File: config.mk
export PLATFORM = sky130hd
export DESIGN_NAME = alu_operand_stage
export DESIGN_NICKNAME = d
export VERILOG_FILES = /design/src/rtl/alu_operand_pkg.sv /design/src/rtl/operand_fwd_mux.sv /design/src/rtl/alu_operand_stage.sv
export SDC_FILE = /design/constraint.sdc
export NUM_CORES = 1
export LEC_CHECK = 0
export ABC_AREA = 1
export BUFFER_PORTS_ARGS = -buffer_cell sky130_fd_sc_hd__buf_2
export CAP_MARGIN = 20
export CORE_MARGIN = 2
export CORE_UTILIZATION = 41
export CTS_CLUSTER_SIZE = 30
export DETAILED_ROUTE_END_ITERATION = 10
export PLACE_DENSITY = 0.79
export SYNTH_ARGS = -nofsm -noshare
export SYNTH_HDL_FRONTEND = slang
export SYNTH_SLANG_ARGS = --single-unit
File: constraint.sdc
create_clock -name clk -period 1.3 [get_ports clk]
set_input_delay 0.13 -clock clk [delete_from_list [all_inputs] [get_ports clk]]
set_output_delay 0.13 -clock clk [all_outputs]
set_load 0.01 [all_outputs]
File: src/rtl/alu_operand_pkg.sv
// Shared types and default widths for the ALU operand stage.
package alu_operand_pkg;

  localparam int DEF_DATA_W     = 8;
  localparam int DEF_IMM_W      = 8;
  localparam int DEF_REG_ADDR_W = 3;
  localparam int STALL_W        = 8;

  typedef enum logic [1:0] {
    SRC_REG,
    SRC_EX,
    SRC_WB,
    SRC_IMM
  } src_sel_e;

  // Increment that sticks at all-ones.
  function automatic logic [STALL_W-1:0] sat_inc(input logic [STALL_W-1:0] v);
    return (&v) ? v : v + 1'b1;
  endfunction

endpackage

File: src/rtl/operand_fwd_mux.sv
// One operand's source select: immediate, EX forward, WB forward, then register file.
// Forward compare only exists when OPERAND_FWD_EN is defined.
module operand_fwd_mux
  import alu_operand_pkg::*;
#(
  parameter int DATA_W     = DEF_DATA_W,
  parameter int REG_ADDR_W = DEF_REG_ADDR_W
) (
  input  logic                  sel_imm,
  input  logic [DATA_W-1:0]     imm_value,
  input  logic [REG_ADDR_W-1:0] reg_addr,
  input  logic [DATA_W-1:0]     reg_data,
  input  logic                  ex_fwd_valid,
  input  logic [REG_ADDR_W-1:0] ex_fwd_addr,
  input  logic [DATA_W-1:0]     ex_fwd_data,
  input  logic                  wb_fwd_valid,
  input  logic [REG_ADDR_W-1:0] wb_fwd_addr,
  input  logic [DATA_W-1:0]     wb_fwd_data,
  output logic [DATA_W-1:0]     operand,
  output logic                  fwd_hit
);

  logic     ex_match;
  logic     wb_match;
  src_sel_e src;

`ifdef OPERAND_FWD_EN
  // Register 0 is hardwired, so a producer targeting it must never win.
  assign ex_match = ex_fwd_valid && (reg_addr != '0) && (ex_fwd_addr == reg_addr);
  assign wb_match = wb_fwd_valid && (reg_addr != '0) && (wb_fwd_addr == reg_addr);
`else
  logic unused_fwd;
  assign ex_match   = 1'b0;
  assign wb_match   = 1'b0;
  assign unused_fwd = ^{ex_fwd_valid, ex_fwd_addr, ex_fwd_data,
                        wb_fwd_valid, wb_fwd_addr, wb_fwd_data, reg_addr};
`endif

  // NOTE: every always_comb output gets a default first, so no path leaves it unassigned and no latch is inferred.
  always_comb begin
    src = SRC_REG;
    if (sel_imm)       src = SRC_IMM;
    else if (ex_match) src = SRC_EX;
    else if (wb_match) src = SRC_WB;
  end

  always_comb begin
    operand = reg_data;
    case (src)
      SRC_EX:  operand = ex_fwd_data;
      SRC_WB:  operand = wb_fwd_data;
      SRC_IMM: operand = imm_value;
      default: operand = reg_data;
    endcase
  end

  assign fwd_hit = (src == SRC_EX) || (src == SRC_WB);

endmodule

File: src/rtl/alu_operand_stage.sv
// Operand-fetch pipeline stage: selects/forwards op_a and op_b and registers them behind a valid/ready handshake.
// Build option: define OPERAND_FWD_EN to enable EX/WB forwarding.
module alu_operand_stage
  import alu_operand_pkg::*;
#(
  parameter int DATA_W     = DEF_DATA_W,
  parameter int IMM_W      = DEF_IMM_W,
  parameter int REG_ADDR_W = DEF_REG_ADDR_W
) (
  input  logic                  clk,
  input  logic                  rst_n,
  input  logic                  in_valid,
  output logic                  in_ready,
  input  logic [REG_ADDR_W-1:0] rs_addr,
  input  logic [REG_ADDR_W-1:0] rt_addr,
  input  logic [DATA_W-1:0]     rs_data,
  input  logic [DATA_W-1:0]     rt_data,
  input  logic [IMM_W-1:0]      imm_data,
  input  logic                  imm_sel,
  input  logic                  imm_sext,
  input  logic                  ex_fwd_valid,
  input  logic [REG_ADDR_W-1:0] ex_fwd_addr,
  input  logic [DATA_W-1:0]     ex_fwd_data,
  input  logic                  wb_fwd_valid,
  input  logic [REG_ADDR_W-1:0] wb_fwd_addr,
  input  logic [DATA_W-1:0]     wb_fwd_data,
  output logic                  out_valid,
  input  logic                  out_ready,
  output logic [DATA_W-1:0]     op_a,
  output logic [DATA_W-1:0]     op_b,
  output logic [1:0]            fwd_hit,
  output logic [STALL_W-1:0]    stall_cnt
);

  logic [DATA_W-1:0] imm_ext;
  logic [DATA_W-1:0] a_next;
  logic [DATA_W-1:0] b_next;
  logic              hit_a;
  logic              hit_b;
  logic              accept;

  generate
    if (IMM_W == DATA_W) begin : gen_imm_full
      logic unused_sext;
      assign imm_ext     = imm_data;
      assign unused_sext = imm_sext;
    end else begin : gen_imm_ext
      assign imm_ext = {{(DATA_W-IMM_W){imm_sext & imm_data[IMM_W-1]}}, imm_data};
    end
  endgenerate

  operand_fwd_mux #(.DATA_W(DATA_W), .REG_ADDR_W(REG_ADDR_W)) u_mux_a (
    .sel_imm      (1'b0),
    .imm_value    ('0),
    .reg_addr     (rs_addr),
    .reg_data     (rs_data),
    .ex_fwd_valid (ex_fwd_valid),
    .ex_fwd_addr  (ex_fwd_addr),
    .ex_fwd_data  (ex_fwd_data),
    .wb_fwd_valid (wb_fwd_valid),
    .wb_fwd_addr  (wb_fwd_addr),
    .wb_fwd_data  (wb_fwd_data),
    .operand      (a_next),
    .fwd_hit      (hit_a)
  );

  operand_fwd_mux #(.DATA_W(DATA_W), .REG_ADDR_W(REG_ADDR_W)) u_mux_b (
    .sel_imm      (imm_sel),
    .imm_value    (imm_ext),
    .reg_addr     (rt_addr),
    .reg_data     (rt_data),
    .ex_fwd_valid (ex_fwd_valid),
    .ex_fwd_addr  (ex_fwd_addr),
    .ex_fwd_data  (ex_fwd_data),
    .wb_fwd_valid (wb_fwd_valid),
    .wb_fwd_addr  (wb_fwd_addr),
    .wb_fwd_data  (wb_fwd_data),
    .operand      (b_next),
    .fwd_hit      (hit_b)
  );

  // Output slot is free when empty or being drained this cycle.
  assign in_ready = !out_valid || out_ready;
  assign accept   = in_valid && in_ready;

  // NOTE: sequential state uses non-blocking assignments so every register samples pre-edge values.
  // NOTE: operand registers are reset too, since their zero reset value is observable on the ports.
  always_ff @(posedge clk or negedge rst_n) begin
    if (!rst_n) begin
      out_valid <= 1'b0;
      op_a      <= '0;
      op_b      <= '0;
      fwd_hit   <= '0;
      stall_cnt <= '0;
    end else begin
      if (accept) begin
        out_valid <= 1'b1;
        op_a      <= a_next;
        op_b      <= b_next;
        fwd_hit   <= {hit_b, hit_a};
      end else if (out_ready) begin
        out_valid <= 1'b0;
      end
      if (out_valid && !out_ready) begin
        stall_cnt <= sat_inc(stall_cnt);
      end
    end
  end

endmodule
==> parameters.txt, run 1 <==
Parameter                              Value

Run status
  Result of the run    complete, no violations

Pwr
  Internal Pwr Total    1.36 mW
  Total leakage power    between 0.9 and 1 nW
  Net switching share of the total power    0.345
  Worst-case vdd ir drop    0.000903 V
  Clock power frac    0.163
  Switch Pwr    ~0.7 mW
  Power share of the combinational group    0.341
  Final Power    between 2 and 2.5 mW
  Portion of total power attributed to sequential cells    0.496
  Power density over cell area    approximately 1200 nW/um^2

Global route
  Total congestion overflow after global routing    0
  Busiest layer in global routing    met2
  First-pass GRT wire length    between 4000 and 5000 microns
  Largest net degree at the start of global routing    26
  Met3 layer usage reported by global route    0.0469
  Number of antenna violations at the first check in global routing    0
  Number of global-route vias before repair    ~1000
  Met1 layer usage reported by global route    0.202
  M2 GR Usage    0.256
  GR Util All Layers    0.154

STA
  Setup Viol. Count Final    0
  Slack of the critical path    roughly 0.11 ns
  Worst hold slack    roughly 0.0076 ns
  TNS Setup    0 ns
  Fin. max-slew vios    0
  Actual slew at the worst max-slew pin    between 0.5 and 0.6 ns
  Clock skew after layout    0.00518 ns
  Worst max-slew margin expressed relative to the limit    0.636
  Final number of hold-violating endpoints    0
  Top achievable clock speed    about 840 MHz
  RSZ-0062 raised after global routing    yes
  Post-route clock period utilization    0.914
  Shortest clock period the worst path allows after layout    about 1.2 ns

Floorplan
  Number of cell rows    20
  Die Height    approximately 60 microns
  Placeable core area    between 3000 and 4000 sq um
  Total I/O pin count    88
  Initial standard-cell utilization of the core    0.430
  Horizontal extent of the die    between 60 and 70 microns
  Die area    approximately 3600 sq um

Job
  Number of violations of the max-capacitance limit    0

Logic synthesis
  Ys Warns    0
  Number of instances in the synthesized netlist    156
  Post-synthesis cell type count    22
  Sequential element share of the synthesized area    0.481
  Mean cell area of the mapped netlist    between 8 and 9 sq um
  Register bit count reported by yosys    25
  Combined area of all synthesized cells    ~1300 sq um

Worst setup path
  CP endpoint kind    flip-flop
  Internal reg-to-reg setup slack    around 0.11 ns
  CP Max Fanout    7
  Critical path required time    about 1.5 ns
  Arrival time at the worst endpoint    1.40 ns
  Critical Setup Path Class    reg -> reg
  Sort of element at the start of the critical path    flip-flop

Placement
  Cell Area, Placed    between 1500 and 2000 sq um
  Number of buffers inserted by port buffering    between 50 and 60
  Routability cong.    around 0.80
  Hpwl dp    around 1900 microns
  Worst setup timing slack at the placement stage    0.0517 ns

Layout
  Post-route cell area    ~1700 sq um
  Area overhead of the layout relative to synthesis    31.9%
  Most common library cell in the layout ignoring fill and taps    sky130_fd_sc_hd__nand2_1
  Ant. Diodes    0
  Ratio of cells with drive above 1 in the final layout    0.397
  Final net count    281
  Most used cells in the layout excluding fill and tap cells    sky130_fd_sc_hd__nand2_1, sky130_fd_sc_hd__buf_2, sky130_fd_sc_hd__dfrtp_1

Detailed routing
  Iteration count of the initial detailed-routing pass    4
  Post-DRT Antenna Nets    0
  Post-DR vias/cell    between 4 and 5
  Number of remaining DRC errors    0
  Wire per inst    ~9.8 microns
  Final wirelength    between 2000 and 3000 microns
  First-iteration detailed-routing DRC count    38
  Total via count in the routed design    1163

Clock tree
  Count of clock tree sinks    25
  Clock buffer depth    2
  Clock tree from TritonCTS    done
  Latest clock arrival within the worst-skew pair    roughly 0.31 ns
  Library cell used as clock root buffer    sky130_fd_sc_hd__clkbuf_4
  Level count of the clock H-tree    1
  Number of buffers created by CTS    3
  Clock transition time at the flip-flop clock pins of the worst setup and hold paths    around 0.13 ns

Hold path
  Tightest Hold Check Type    in -> reg
==> worst max-delay path: stages, from the launching register on <==
cell and delay, ns:
sky130_fd_sc_hd__dfrtp_1 0.42, sky130_fd_sc_hd__ha_4 0.17, sky130_fd_sc_hd__nand3_2 0.11, sky130_fd_sc_hd__inv_2 0.10, sky130_fd_sc_hd__nand2_4 0.07, sky130_fd_sc_hd__nand2_8 0.09, sky130_fd_sc_hd__inv_4 0.04, sky130_fd_sc_hd__nand2_1 0.06
sky130_fd_sc_hd__nand2_1 0.05
==> per-stage QoR <==
step | instances | util
after floorplan | 157 | -
after global placement | 253 | 0.533
after detailed placement | 253 | 0.533
after CTS | 259 | 0.548
after global routing | 263 | 0.567
final | 263 | 0.567
==> path summary, 6_finish.rpt <==
kind                         startpoint           end  cells after the start
max                        stall_cnt[1]  stall_cnt[5]                      8
min                          rs_data[1]       op_a[1]                      3
max reg2reg                stall_cnt[1]  stall_cnt[5]                      8
min reg2reg                     op_a[6]       op_a[6]                      2
max in group asynchronous         rst_n  stall_cnt[4]                      2
min in group asynchronous         rst_n     out_valid                      2
==> kinds of logic (layout without fill, tap and decap cells) <==
logic type      Yosys count  in the layout  synth area share
simple gates             83             83             0.296
flops                    25             25             0.481
buf+inv                  25             87            0.0990
compound gates           19             19            0.0981
xor+xnor                  2              2            0.0135
fa+ha+maj                 1              1           0.00961
other cells               1              2           0.00288
==> cells in the mapped netlist, drive strengths merged <==
cell type | instances | area [sq um]
nand4 | 1 | 6.26
inv | 19 | 78.8
xnor2 | 2 | 17.5
a21oi | 1 | 5.00
a21o | 1 | 7.51
conb | 1 | 3.75
nand3 | 6 | 35.0
o21ai | 17 | 115
nand2 | 68 | 290
nor2 | 8 | 53.8
buf | 6 | 50.0
ha | 1 | 12.5
dfrtp | 25 | 626
==> power groups by stage <==
stage	sequential, mW	combinational, mW	clock (mW)
after global placement	1.03	0.659	0
after CTS	1.02	0.680	0.353
after global routing	1.05	0.797	0.393
final	1.03	0.708	0.339
after detailed placement	1.03	0.676	0
after floorplan	1.10	0.331	0
==> sequential cells by signal (all words and copies together), names as in the netlist <==
register,cells
op_a,8
op_b,8
out_valid,1
stall_cnt,8
==> layer usage <==
layer	up-vias	share of wire	wire length (microns)
li1	597	-	-
met1	533	0.44	1140
met2	31	0.50	1290
met3	2	0.054	140
met4	0	0.0058	15
met5	-	0	0
==> what timing repair did <==
item | in CTS | in global routing
hold buffers | 2 | 3
buffers inserted | 0 | 1
setup endpoints to repair | 0 | 6
gates resized for setup | 0 | 3
endpoints found under the hold margin | 26 | 3
==> cell type report <==
cell class	count	area, sq um
fill	292	1310
sequential	25	626
multi-input combinational	107	572
timing repair buffer	64	358
inverter	19	78.8
tap	44	55.1
clock buffer	3	22.5
clock inverter	1	5.00
Power figures use the tool's default switching activity.
==> run 2, diff against run 1 <==
PLACE_DENSITY = unset   (was 0.79)
PLACE_DENSITY_LB_ADDON = 0.1   (was unset)
==> run 2 against run 1 <==
Die area is the same. Routed wire length grew 1.6%. Sequential power is essentially flat. Critical path depth shrank 2. Largest cell class unchanged. Highest routed layer unchanged.
==> parameters.txt, run 2 (synthesis gave the netlist of run 1 again) <==
Parameter                              Value

Detailed routing
  Post-DR vias/cell    4.47 (+1.1%)
  Iteration count of the initial detailed-routing pass    4 (unchanged)
  Number of remaining DRC errors    0 (unchanged)
  Post-DRT Antenna Nets    0 (unchanged)
  First-iteration detailed-routing DRC count    51 (+34%)
  Total via count in the routed design    1180 (+1.5%)
  Final wirelength    2630 microns (+1.6%)
  Wire per inst    9.96 microns (+1.2%)

Worst setup path
  Critical Setup Path Class    reg -> reg
  Internal reg-to-reg setup slack    0.09 ns (-0.02 ns)
  CP Max Fanout    6 (-1)
  Critical path required time    1.54 ns (+0.02 ns)
  CP endpoint kind    flip-flop
  Arrival time at the worst endpoint    1.44 ns (+0.04 ns)
  Reg-to-reg critical path startpoint    stall_cnt[0]
  Depth of the most critical reg-to-reg path    6 (-2)
  Sort of element at the start of the critical path    flip-flop
  Terminus of the critical flop-to-flop path    stall_cnt[7]

STA
  Top achievable clock speed    829 MHz (-1.6%)
  RSZ-0062 raised after global routing    no
  Post-route clock period utilization    0.928 (+0.0146)
  Setup Viol. Count Final    0 (unchanged)
  Shortest clock period the worst path allows after layout    1.21 ns (+0.0190 ns)
  Fin. max-slew vios    0 (unchanged)
  Slack of the critical path    0.0931 ns (-0.0190 ns)
  Worst hold slack    0.0623 ns (+0.0546 ns)
  TNS Setup    0 ns (unchanged)
  Worst max-slew margin expressed relative to the limit    0.630 (-0.00545)
  Actual slew at the worst max-slew pin    0.555 ns (+0.00818 ns)
  Final number of hold-violating endpoints    0 (unchanged)
  Clock skew after layout    0.00223 ns (-0.00295 ns)

Job
  Number of violations of the max-capacitance limit    0 (unchanged)

Pwr
  Power density over cell area    1200 nW/um^2 (-0.92%)
  Final Power    2.07 mW (-0.19%)
  Worst-case vdd ir drop    0.000572 V (-37%)
  Total leakage power    0.968 nW (-0.55%)
  Internal Pwr Total    1.34 mW (-1.4%)
  Switch Pwr    0.733 mW (+2.2%)
  Clock power frac    0.177 (+0.014)
  Net switching share of the total power    0.353 (+0.00819)
  Portion of total power attributed to sequential cells    0.503 (+0.007)
  Power share of the combinational group    0.320 (-0.021)

Floorplan
  Total I/O pin count    88 (unchanged)
  Die Height    60.3 microns (unchanged)
  Placeable core area    3030 sq um (unchanged)
  Die area    3640 sq um (unchanged)
  Horizontal extent of the die    60.3 microns (unchanged)
  Initial standard-cell utilization of the core    0.430 (unchanged)
  Number of cell rows    20 (unchanged)

Layout
  Registers with the most flip-flops    op_a (8), op_b (8), stall_cnt (8)
  Post-route cell area    1730 sq um (+0.73%)
  Final net count    282 (+0.36%)
  Final Core Density    0.571 (+0.00413)
  Most common library cell in the layout ignoring fill and taps    sky130_fd_sc_hd__nand2_1
  Non-filler instance count after layout    264 (+0.38%)
  Ant. Diodes    0 (unchanged)
  Area overhead of the layout relative to synthesis    32.9%
  Most used cells in the layout excluding fill and tap cells    sky130_fd_sc_hd__nand2_1, sky130_fd_sc_hd__buf_2, sky130_fd_sc_hd__dfrtp_1
  Register Area    627 sq um (+0.20%)
  Ratio of cells with drive above 1 in the final layout    0.386 (-0.0109)
  Area occupied by multi-input gates    563 sq um (-1.5%)
  Fillers    290 (-0.68%)

Clock tree
  Clock transition time at the flip-flop clock pins of the worst setup and hold paths    0.14 ns (about the same)
  Level count of the clock H-tree    1 (unchanged)
  Library cell used as clock root buffer    sky130_fd_sc_hd__clkbuf_4
  Clock buffer depth    2 (unchanged)
  Number of buffers created by CTS    3 (unchanged)
  Latest clock arrival within the worst-skew pair    0.33 ns (+0.02 ns)
  Post-CTS repair timing setup buffer count    0 (unchanged)
  Count of clock tree sinks    25 (unchanged)
  Clock tree from TritonCTS    done

Global route
  Total congestion overflow after global routing    0 (unchanged)
  First-pass GRT wire length    4280 microns (+1.1%)
  Number of global-route vias before repair    1021 (+2.2%)
  GR Util All Layers    0.158 (+0.00361)
  Largest net degree at the start of global routing    26 (unchanged)
  Number of antenna violations at the first check in global routing    0 (unchanged)

Placement
  Worst setup timing slack at the placement stage    0.0702 ns (+0.0185 ns)
  Cell Area, Placed    1600 sq um (-0.93%)
  Hpwl dp    1980 microns (+4.4%)
  Routability cong.    0.832 (+4.5%)
  Number of placed instances with taps included    251 (-0.79%)
  Number of buffers inserted by port buffering    54 (unchanged)

Hold path
  Start point of the worst hold path    in_valid
  Tightest Hold Check Type    in -> reg
  Hold worst-path end    out_valid
  Cell depth of the worst hold path    3 (unchanged)

Run status
  Result of the run    complete, no violations
[run 2: worst max-delay path by stage]
stage	start	end	slack, ns	cells after the start
finish	stall_cnt[0]	stall_cnt[7]	0.09	6
global route	stall_cnt[3]	stall_cnt[5]	0.000008	7
CTS	stall_cnt[1]	stall_cnt[4]	0.04	8
detailed placement	stall_cnt[1]	stall_cnt[4]	0.07	8
global placement	stall_cnt[1]	stall_cnt[5]	0.09	8
floorplan	stall_cnt[0]	stall_cnt[5]	0.01	8
[run 2: area by class of cell]
class	instances	share of cell area
clock buffer	3	0.0130
clock inverter	1	0.00434
inverter	19	0.0456
multi-input combinational	107	0.326
sequential	25	0.363
tap	44	0.0318
timing repair buffer	65	0.217
[run 2: worst max-delay path, stage by stage (launching register included)]
cell                      delay (ns)
sky130_fd_sc_hd__dfrtp_1        0.42
sky130_fd_sc_hd__buf_4          0.16
sky130_fd_sc_hd__nand3_1        0.09
sky130_fd_sc_hd__nor2_1         0.22
sky130_fd_sc_hd__nand3_1        0.10
sky130_fd_sc_hd__nand2_1        0.07
sky130_fd_sc_hd__nand2_1        0.05
[run 2: power by group through the flow]
stage / registers [mW] / clock network (mW) / logic (mW)
final: 1.04 / 0.366 / 0.663
after global routing: 1.07 / 0.411 / 0.750
after CTS: 1.04 / 0.392 / 0.662
after detailed placement: 1.05 / 0 / 0.641
after global placement: 1.04 / 0 / 0.626
after floorplan: 1.10 / 0 / 0.331
[run 2: layer usage]
layer  global-route usage  up-vias  share of wire
met5                    0        -              0
met4               0.0667        0          0.017
met3               0.0235        5          0.052
met2                0.266       32           0.51
met1                0.203      542           0.43
li1                     -      601              -
[run 2: what timing repair did]
item                       4_1_cts  5_1_grt
resized for setup                0        3
hold endpoints to repair        33        0
hold buffers                     9        0
setup endpoints to repair        0        6
==> run 3, diff against run 2 <==
CELL_PAD_IN_SITES_DETAIL_PLACEMENT = 0   (was unset)
CELL_PAD_IN_SITES_GLOBAL_PLACEMENT = 1   (was unset)
CORE_UTILIZATION = 28   (was 41)
==> run 3 against run 2 <==
Combinational power increased by 1%. Clock-buffer cell count increased by 1. Clock skew increased by 0.0041 ns. Via count decreased by 6.4%. Highest routed layer unchanged.
==> parameters.txt, run 3 (synthesis gave the netlist of run 1 again) <==
Parameter                              Value

Run status
  Result of the run    complete, no violations

Layout
  Ant. Diodes    0 (unchanged)
  Area overhead of the layout relative to synthesis    29.8%
  Registers with the most flip-flops    op_a (8), op_b (8), stall_cnt (8)
  Most common library cell in the layout ignoring fill and taps    sky130_fd_sc_hd__nand2_1
  Final Core Density    0.383 (-0.188)
  Final net count    276 (-2.1%)
  Ratio of cells with drive above 1 in the final layout    0.402 (+0.0155)
  Post-route cell area    1690 sq um (-2.3%)
  Register Area    627 sq um (unchanged)
  Fillers    480 (+66%)
  Area occupied by multi-input gates    563 sq um (unchanged)
  Most used cells in the layout excluding fill and tap cells    sky130_fd_sc_hd__nand2_1, sky130_fd_sc_hd__buf_2, sky130_fd_sc_hd__dfrtp_1

Global route
  Number of global-route vias before repair    1148 (+12%)
  Largest net degree at the start of global routing    26 (unchanged)
  Number of antenna violations at the first check in global routing    0 (unchanged)
  GR Util All Layers    0.119 (-0.0387)
  First-pass GRT wire length    4950 microns (+16%)
  Total congestion overflow after global routing    0 (unchanged)

Floorplan
  Die Height    72.2 microns (+20%)
  Total I/O pin count    88 (unchanged)
  Die area    5210 sq um (+43%)
  Horizontal extent of the die    72.2 microns (+20%)
  Initial standard-cell utilization of the core    0.295 (-0.135)
  Number of cell rows    24 (+20%)
  Placeable core area    4410 sq um (+46%)

Clock tree
  Library cell used as clock root buffer    sky130_fd_sc_hd__clkbuf_8
  Post-CTS repair timing setup buffer count    0 (unchanged)
  Latest clock arrival within the worst-skew pair    0.26 ns (-0.07 ns)
  Number of buffers created by CTS    3 (unchanged)
  Clock buffer depth    2 (unchanged)
  Clock tree from TritonCTS    done
  Level count of the clock H-tree    1 (unchanged)
  Clock transition time at the flip-flop clock pins of the worst setup and hold paths    0.09 ns (-0.05 ns)
  Count of clock tree sinks    25 (unchanged)

Placement
  Hpwl dp    2200 microns (+11%)
  Number of buffers inserted by port buffering    54 (unchanged)
  Cell Area, Placed    1620 sq um (+1.6%)
  Routability cong.    0.734 (-12%)

Detailed routing
  Number of remaining DRC errors    0 (unchanged)
  First-iteration detailed-routing DRC count    37 (-27%)
  Wire per inst    10.4 microns (+4.6%)
  Final wirelength    2770 microns (+5.4%)
  Iteration count of the initial detailed-routing pass    4 (unchanged)
  Total via count in the routed design    1104 (-6.4%)
  Post-DRT Antenna Nets    0 (unchanged)
  Post-DR vias/cell    4.15 (-7.1%)

Worst setup path
  Critical path required time    1.46 ns (-0.08 ns)
  Critical Setup Path Class    reg -> reg
  CP Max Fanout    7 (+1)
  Sort of element at the start of the critical path    flip-flop
  CP endpoint kind    flip-flop
  Arrival time at the worst endpoint    1.37 ns (-0.07 ns)

Pwr
  Power density over cell area    1280 nW/um^2 (+7.0%)
  Final Power    2.17 mW (+4.5%)
  Total leakage power    0.954 nW (-1.5%)
  Worst-case vdd ir drop    0.000410 V (-28%)

STA
  Clock skew after layout    0.00635 ns (+0.00412 ns)
  Actual slew at the worst max-slew pin    0.573 ns (+0.0184 ns)
  Final number of hold-violating endpoints    0 (unchanged)
  Fin. max-slew vios    0 (unchanged)
  Top achievable clock speed    829 MHz (about the same)
  Post-route clock period utilization    0.928 (about the same)
  Shortest clock period the worst path allows after layout    1.21 ns (-0.000379 ns)
  TNS Setup    0 ns (unchanged)
  Setup Viol. Count Final    0 (unchanged)
  Worst max-slew margin expressed relative to the limit    0.618 (-0.0123)

Job
  Number of violations of the max-capacitance limit    0 (unchanged)

Hold path
  Tightest Hold Check Type    in -> reg
-- run 3: changes by cell type in the layout (fill, tap and decap cells not counted) --
cell,change
sky130_fd_sc_hd__clkinvlp_4,-1
sky130_fd_sc_hd__clkbuf_8,+3
sky130_fd_sc_hd__clkbuf_4,-3
sky130_fd_sc_hd__buf_4,+2
sky130_fd_sc_hd__dlygate4sd3_1,-8
sky130_fd_sc_hd__clkbuf_1,+1
-- run 3: per-stage QoR --
step | setup slack (ns) | hold WS, ns | cells
finish | 0.0935 | 0.0680 | 266
global route | -0.0112 | 0.0638 | 266
CTS | 0.00709 | 0.0577 | 266
detailed placement | 0.0254 | 0.171 | 261
global placement | 0.0610 | 0.163 | 261
floorplan | 0.0106 | -0.166 | 157
-- run 3: area by class of cell --
type,count,area share
clock buffer,4,0.0267
inverter,19,0.0467
multi-input combinational,107,0.333
sequential,25,0.371
tap,52,0.0385
timing repair buffer,59,0.184
-- run 3: where the power goes --
group,internal (mW),leakage (nW),switching (mW)
logic,0.309,0.621,0.363
clock network,0.219,0.0228,0.236
registers,0.912,0.309,0.128
-- run 3: repair_timing --
action                                  CTS  global route
endpoints found under the hold margin    25             0
resized for setup                         0             3
endpoints found under the setup margin    0             5
hold buffers                              1             0
-- run 3: worst paths after layout --
check,end,slack (ns),startpoint,cells after the start
max,stall_cnt[5],0.09,stall_cnt[0],8
min,op_a[4],0.07,rs_data[4],3
max reg2reg,stall_cnt[5],0.09,stall_cnt[0],8
min reg2reg,op_a[4],0.47,op_a[4],2
max in group asynchronous,stall_cnt[2],0.50,rst_n,2
min in group asynchronous,op_b[0],0.39,rst_n,2
-- run 3: per-layer routing --
| metal | GRT usage | vias to the layer above | routed length (microns) |
|---|---|---|---|
| li1 | - | 587 | - |
| met1 | 0.143 | 477 | 1230 |
| met2 | 0.211 | 38 | 1310 |
| met3 | 0.0222 | 2 | 200 |
| met4 | 0.0440 | 0 | 34 |
| met5 | 0 | - | 0 |
-- run 3: worst max-delay path: stages, from the launching register on --
cell	delay, ns
sky130_fd_sc_hd__dfrtp_1	0.40
sky130_fd_sc_hd__ha_4	0.18
sky130_fd_sc_hd__nand3_2	0.12
sky130_fd_sc_hd__inv_2	0.09
sky130_fd_sc_hd__nand2_4	0.06
sky130_fd_sc_hd__nand2_4	0.10
sky130_fd_sc_hd__inv_4	0.05
sky130_fd_sc_hd__nand2_1	0.06
sky130_fd_sc_hd__nand2_1	0.05
